==> src/rtl/router_iact_mc.sv <==
// router_iact_mc: streams LEN GLB words (base/stride addressing) to every masked PE scratchpad,
// using a small skid FIFO to absorb the one-cycle GLB read latency.
module router_iact_mc #(
    parameter int DATA_BITWIDTH     = 16,
    parameter int ADDR_BITWIDTH_GLB = 10,
    parameter int NUM_DEST          = 4,
    parameter int LEN_BITWIDTH      = 8,
    parameter int BUF_DEPTH         = 2
) (
    input  logic                         clk,
    input  logic                         reset,
    input  logic                         start,
    input  logic                         abort,
    input  logic [ADDR_BITWIDTH_GLB-1:0] base_addr,
    input  logic [ADDR_BITWIDTH_GLB-1:0] stride,
    input  logic [LEN_BITWIDTH-1:0]      len,
    input  logic [NUM_DEST-1:0]          dest_mask,
    input  logic [DATA_BITWIDTH-1:0]     r_data_glb,
    output logic [ADDR_BITWIDTH_GLB-1:0] r_addr_glb,
    output logic                         read_req_glb,
    output logic [DATA_BITWIDTH-1:0]     w_data_spad,
    output logic [NUM_DEST-1:0]          load_en_spad,
    input  logic [NUM_DEST-1:0]          spad_ready,
    output logic                         busy,
    output logic                         done
);
    localparam int PW = (BUF_DEPTH > 1) ? $clog2(BUF_DEPTH) : 1;
    localparam int OW = $clog2(BUF_DEPTH + 1);

    typedef enum logic [1:0] {IDLE, RUN, FIN} state_t;
    state_t state, state_nxt;

    logic [DATA_BITWIDTH-1:0]     mem [BUF_DEPTH];
    logic [PW-1:0]                wr_ptr, rd_ptr;
    logic [OW-1:0]                occ;
    logic [OW:0]                  level;
    logic                         inflight, run, all_rdy, pop, push, issue;
    logic [ADDR_BITWIDTH_GLB-1:0] addr, stride_q;
    logic [LEN_BITWIDTH-1:0]      len_q, issued, sent;
    logic [NUM_DEST-1:0]          mask_q;

    function automatic logic [PW-1:0] inc(input logic [PW-1:0] p);
        return (p == PW'(BUF_DEPTH - 1)) ? '0 : p + PW'(1);
    endfunction

    assign run     = state == RUN;
    assign all_rdy = &(spad_ready | ~mask_q);
    assign pop     = run && occ != '0 && all_rdy && !abort;
    assign push    = run && inflight && !abort;
    // Reads still in flight count against FIFO space so a stall can never overflow it.
    assign level   = {1'b0, occ} + {{OW{1'b0}}, inflight} - {{OW{1'b0}}, pop};
    assign issue   = run && issued < len_q && !abort && level < (OW + 1)'(BUF_DEPTH);

    assign read_req_glb = issue;
    assign r_addr_glb   = addr;
    assign w_data_spad  = mem[rd_ptr];
    assign load_en_spad = mask_q & {NUM_DEST{run && occ != '0}};
    assign busy         = run;
    assign done         = state == FIN;

    always_comb begin
        state_nxt = state;
        if (state == IDLE)
            state_nxt = start ? ((len == '0) ? FIN : RUN) : IDLE;
        else if (state == RUN)
            state_nxt = abort ? IDLE : (pop && sent + LEN_BITWIDTH'(1) == len_q) ? FIN : RUN;
        else
            state_nxt = IDLE;
    end

    always_ff @(posedge clk) begin
        if (reset) begin
            state    <= IDLE;
            inflight <= 1'b0;
            addr     <= '0;
            stride_q <= '0;
            len_q    <= '0;
            mask_q   <= '0;
            issued   <= '0;
            sent     <= '0;
            occ      <= '0;
            wr_ptr   <= '0;
            rd_ptr   <= '0;
            for (int i = 0; i < BUF_DEPTH; i++) mem[i] <= '0;
        end else begin
            state    <= state_nxt;
            inflight <= issue;
            if (state == IDLE && start) begin
                addr     <= base_addr;
                stride_q <= stride;
                len_q    <= len;
                mask_q   <= dest_mask;
                issued   <= '0;
                sent     <= '0;
            end else begin
                if (issue) begin
                    addr   <= addr + stride_q;
                    issued <= issued + LEN_BITWIDTH'(1);
                end
                if (pop) sent <= sent + LEN_BITWIDTH'(1);
            end
            if (run && abort) begin
                occ    <= '0;
                wr_ptr <= '0;
                rd_ptr <= '0;
            end else begin
                if (push) begin
                    mem[wr_ptr] <= r_data_glb;
                    wr_ptr      <= inc(wr_ptr);
                end
                if (pop) rd_ptr <= inc(rd_ptr);
                occ <= occ + OW'(push) - OW'(pop);
            end
        end
    end
endmodule
==> config.mk <==
export PLATFORM = sky130hd
export DESIGN_NAME = router_iact_mc
export DESIGN_NICKNAME = d
export VERILOG_FILES = /design/src/rtl/router_iact_mc.sv
export SDC_FILE = /design/constraint.sdc
export NUM_CORES = 1
export LEC_CHECK = 0
export BUFFER_PORTS_ARGS = -buffer_cell sky130_fd_sc_hd__buf_2
export CORE_MARGIN = 2
export CORE_UTILIZATION = 43
export DETAILED_ROUTE_END_ITERATION = 16
export GPL_TIMING_DRIVEN = 0
export HOLD_SLACK_MARGIN = 0.1
export SLEW_MARGIN = 40
export SYNTH_ARGS = -nofsm -noshare
export SYNTH_HDL_FRONTEND = slang
export SYNTH_SLANG_ARGS = --single-unit
==> constraint.sdc <==
create_clock -name clk -period 4.5 [get_ports clk]
set_input_delay 0.45 -clock clk [delete_from_list [all_inputs] [get_ports clk]]
set_output_delay 0.45 -clock clk [all_outputs]
set_load 0.01 [all_outputs]
# Word-level counts from Yosys, hierarchy flattened
# Memories as Yosys holds them, arrays and structs flattened. A register that Yosys moved wholly into a read port is not among the register bits.
# Index checks and enable logic that the tools add are counted.
# totals
mem_bits_rw,32
output_inout_bits,33
mem_count,1
register_bits,55
in_bits,56
# mem_list
memory,words,word_bits,rd,rd_clocked_by_memory_dff,write_ports,line,text
mem,2,16,1,1,2,33,logic [DATA_BITWIDTH-1:0] mem [BUF_DEPTH];
# op_classes
bitwise,3
n_reduce_logical,20
n_eq_ne,3
add_sub_neg,9
n_lt_le_gt_ge,2
mux,21
# op_table
op,n
$mux W10,2
$add A8 B1 Y8 const B,2
$mux W16,1
$reduce_or A16 Y1,1
$mux W1,12
$mux W2,6
$logic_and A1 B1 Y1,11
$add A10 B10 Y10,1
$eq A8 B8 Y1,1
$logic_not A8 Y1,1
$lt A8 B8 Y1,1
$and A4 B4 Y4,1
$not A4 Y4,1
$or A4 B4 Y4,1
$reduce_and A4 Y1,1
$reduce_bool A2 Y1,2
$reduce_or A2 Y1,2
$add A2 B1 Y3,1
$lt A3 B2 Y1 const B,1
$sub A3 B1 Y3,1
$add A1 B1 Y1 const B,2
$add A2 B1 Y2,1
$eq A2 B1 Y1 const B,1
$eq A2 B2 Y1 const B,1
3 further kinds,3

# Depth between registers and ports, before layout
# logic_depth
depth_word,10
ltp_mapped,14
depth_no_buf,12

# Least setup slack after synthesis
# No wires, ideal clock.
# synth_path
kind,input port to flip-flop
startpoint,in spad_ready[1]
endpoint,reg issued[6]
arrival_ns,3.026
setup_ns,0.070
setup_slack_ns,1.404
stages,13
t_required_ns,4.430
cell_sequence,inv_1 > a222oi_1 > and3_1 > buf_2 > ha_1 > nand2b_1 > fa_1 > nor2b_1 > nand4_1 > a21oi_2 > nand4_1 > or3_1 > a21oi_1
# synth_via
elab_chain_cells,7
# synth_rtl
element,line,text
"start, declared",23,"input logic [NUM_DEST-1:0] spad_ready,"
$or A4 B4 Y4,47,assign all_rdy = &(spad_ready | ~mask_q);
$reduce_and A4 Y1,47,
$logic_and A1 B1 Y1 (2 in a row),48,assign pop = run && occ != '0 && all_rdy && !abort;
via pop,37,"logic inflight, run, all_rdy, pop, push, issue;"
$sub A3 B1 Y3,51,"assign level = {1'b0, occ} + {{OW{1'b0}}, inflight} - {{OW{1'b0}}, pop};"
$lt A3 B2 Y1,52,assign issue = run && issued < len_q && !abort && level < (OW + 1)'(BUF_DEPTH);
$logic_and A1 B1 Y1,52,
"end signal, assigned",98,issued <= issued + LEN_BITWIDTH'(1);
"end, declared",39,"logic [LEN_BITWIDTH-1:0] len_q, issued, sent;"
# The timed path passes the listed nets, and every way through them passes these cells.
# A chain may end at the register's enable or synchronous reset.

# Final worst setup path
# layout_path
startpoint,reg state[1]
endpoint,out read_req_glb
# layout_via
elab_chain_cells,7
# layout_rtl
element,line,text
"start, declared",31,"state_t state, state_nxt;"
"start signal, assigned",86,state <= state_nxt;
$eq A2 B1 Y1,46,assign run = state == RUN;
$logic_and A1 B1 Y1 (3 in a row),48,
via pop,37,
$sub A3 B1 Y3,51,
$lt A3 B2 Y1,52,
$logic_and A1 B1 Y1,52,
"end, declared",20,"output logic read_req_glb,"
# The timed path passes the listed nets, and every way through them passes these cells.

==> impl_metrics.yaml <==
cts:
  cts_max_level: 3
  cts_max_path_buffers: 2
  clk_pin_slew_ns: 0.10
  postCtsHoldBufs: 0
  cts_resized: 0
  cts_setup_buffers: 0
  cts_root_buf: "clkbuf_8"
  cts_made_buffers: 9
  clock_sinks: 88
  worst_skew_pair.late_latency_ns: 0.36
  cts_tree: "done"
power_and_ir_drop:
  power_w: 0.00164
  power_frac_comb_pct: 11.6
  clkPwrFrac_pct: 35.2
  ir_drop_v: 0.000135
  switchingPower_w: 0.000440
  leakage_nw: 2.25
  power.share.switching_pct: 26.8
  seq_power_share_pct: 53.2
  p_int_w: 0.00120
  powerDensity_nw_per_um2: 309
placed_design:
  port_buffers: 88
  place_ws_ns: 0.680
  dpl-instance-area_um2: 5110
  place.gp.congestion: 0.876
  dp_hpwl_mm: 7.78
critical_path:
  startpoint_type: "register"
  end_kind: "output pin"
  crit_arrival_ns: 3.56
  crit_type: "reg2out"
  cp.required_ns: 4.05
  worstPathMaxFanout: 11
finish:
  fin_util_pct: 52.0
  layout.nets: 645
  syn2layout_area_growth_pct: 18.5
  antenna_cells: 0
  final_common_cell: "buf_2"
  mostFrequentLayoutCells: "90 x buf_2, 65 x nand2_1, 56 x dfxtp_1, 39 x and2_1, 34 x nor2_1"
  stdcell_area_um2: 5320
  drive_above_1_share_pct: 22.9
drt:
  wl_per_cell_um: 14.5
  num_vias: 3591
  detail_route.wirelength_mm: 10.3
  ant_nets: 0
  dr.pass1.iters: 4
  viasPerCell: 5.08
  drt_iter0_markers: 112
  drc: 0
die:
  rows: 37
  dieArea_um2: 11300
  die_w_um: 106
  start_util_pct: 43.8
  io_pins: 89
  core_area_um2: 10200
  die_y_um: 106
synthesis:
  yosysUniqueCellTypes: 53
  ys_ff_latch: 88
  synth_area_um2: 4490
  yosys_warnings: 0
  synth_ff_type: "dfxtp_1"
  ys_seq_area_share_pct: 46.4
  synth.net_count: 546
  async_flop_share_pct: 0
  synthCells: 467
  synth_edf_count: 32
  synth_area_per_cell_um2: 9.61
timing:
  drv_slew: 0
  max_freq_mhz: 249
  finalHoldViolCount: 0
  clock-skew-final_ns: 0.00875
  period_minus_slack_ns: 4.01
  period_share_pct: 89.1
  setup_slack_ns: 0.491
  final-setup-viol-count: 0
  rsz0062_at_grt: "false"
  max_slew_margin_pct: 51.5
  worstMarginPinSlew_ns: 0.722
  setup_tns_ns: 0
job:
  cap_violations: 0
grt:
  grt_pass1_wl_mm: 17.1
  grt_max_degree: 18
  grt_pass1_vias: 3599
  grt_overflow: 0
  antenna_found_initial: 0
  grt_use_total_pct: 19.1
status:
  status: "finished, final reports clean"
min_path:
  hold_path_class: "in2reg"
## metrics by stage
step                hold WS [ns]  cells
floorplan                  0.440    467
global placement           0.449    691
detailed placement         0.453    691
CTS                        0.306    707
global route               0.306    707
finish                     0.320    707
## registers in the layout (all words and copies together) (netlist names), named ones only
name and count:
r_addr_glb 10, inflight 1, len_q 8, issued 8, occ 2, mem 32
mask_q 4, wr_ptr 1, state 2, sent 8, rd_ptr 1, stride_q 10
## critical path, cell delays in order, from the launching register on
cell,delay (ns)
dfxtp_1,0.35
and2b_1,0.24
o21a_1,0.20
and3_1,0.21
buf_2,0.26
ha_1,0.27
nand2b_1,0.15
fa_1,0.49
nor2b_1,0.13
nand4_1,0.13
a21oi_2,0.27
buf_2,0.30
buf_2,0.19
## path summary, 6_finish.rpt
kind / from / endpoint / slack, ns / cells after the start
hold reg to reg: stride_q[0] / stride_q[0] / 0.46 / 2
hold / removal: stride[6] / stride_q[6] / 0.32 / 3
setup / recovery: state[1] / read_req_glb / 0.49 / 12
setup reg to reg: state[1] / issued[5] / 0.99 / 13
## metal layers
| layer | part of all wire (%) | vias up | global-route usage, % | routed length, um |
|---|---|---|---|---|
| met4 | 1.2 | 0 | 7.42 | 121 |
| met3 | 4.2 | 8 | 3.62 | 430 |
| met5 | 0 | - | 0 | 0 |
| li1 | - | 1815 | - | - |
| met1 | 46 | 1704 | 24.1 | 4700 |
| met2 | 49 | 64 | 32.4 | 5000 |
## power by group through the flow
stage,logic [W],registers [W],clock network [W]
after detailed placement,0.000191,0.000892,0
after global placement,0.000187,0.000891,0
final,0.000191,0.000874,0.000579
after global routing,0.000215,0.000879,0.000629
after CTS,0.000193,0.000874,0.000594
after floorplan,0.000116,0.000891,0
## Yosys cell counts, types with 2 or more instances
master / instances / area, um^2
a2111oi_0: 2 / 17.5
a211oi_1: 6 / 45.0
a21oi_1: 30 / 150
a21oi_2: 2 / 17.5
a31oi_1: 3 / 18.8
and2_1: 39 / 244
and3_1: 3 / 18.8
buf_1: 2 / 7.51
buf_2: 2 / 10.0
clkbuf_1: 14 / 52.6
dfxtp_1: 56 / 1120
edfxtp_1: 32 / 961
fa_1: 2 / 40.0
ha_1: 21 / 263
inv_1: 19 / 71.3
mux2_2: 16 / 180
mux2i_1: 10 / 100
nand2_1: 65 / 244
nand2b_1: 4 / 25.0
nand3_1: 13 / 65.1
nand4_1: 7 / 43.8
nand4_2: 2 / 25.0
nor2_1: 34 / 128
nor2b_1: 2 / 12.5
nor3_1: 4 / 20.0
nor4b_1: 2 / 17.5
o211ai_1: 3 / 22.5
o21a_1: 2 / 15.0
o21ai_0: 10 / 50.1
o21bai_1: 2 / 15.0
or3_1: 3 / 18.8
or4_1: 3 / 22.5
xnor2_1: 15 / 131
xor2_1: 18 / 158
## cell type report
cell class	count	area, um^2
Buffer	19	77.6
Clock buffer	9	124
Clock inverter	7	83.8
Fill cell	960	4920
Inverter	20	75.1
Multi-Input combinational cell	340	2260
Sequential cell	88	2080
Tap cell	136	170
Timing Repair Buffer	88	440
## logic make-up (layout without fill, tap and decap cells)
kind of cell,after synthesis,count (layout),synth area share (%)
and+or+nand+nor,189,189,21.2
xor gates and xnor gates,33,33,6.44
AOI/OAI and AO/OA,69,69,9.51
DFF,88,88,46.4
buffers and inverters,39,143,3.40
muxes,26,26,6.25
adders and majority gates,23,23,6.75
Note: power is estimated with default switching activity, not from simulation.
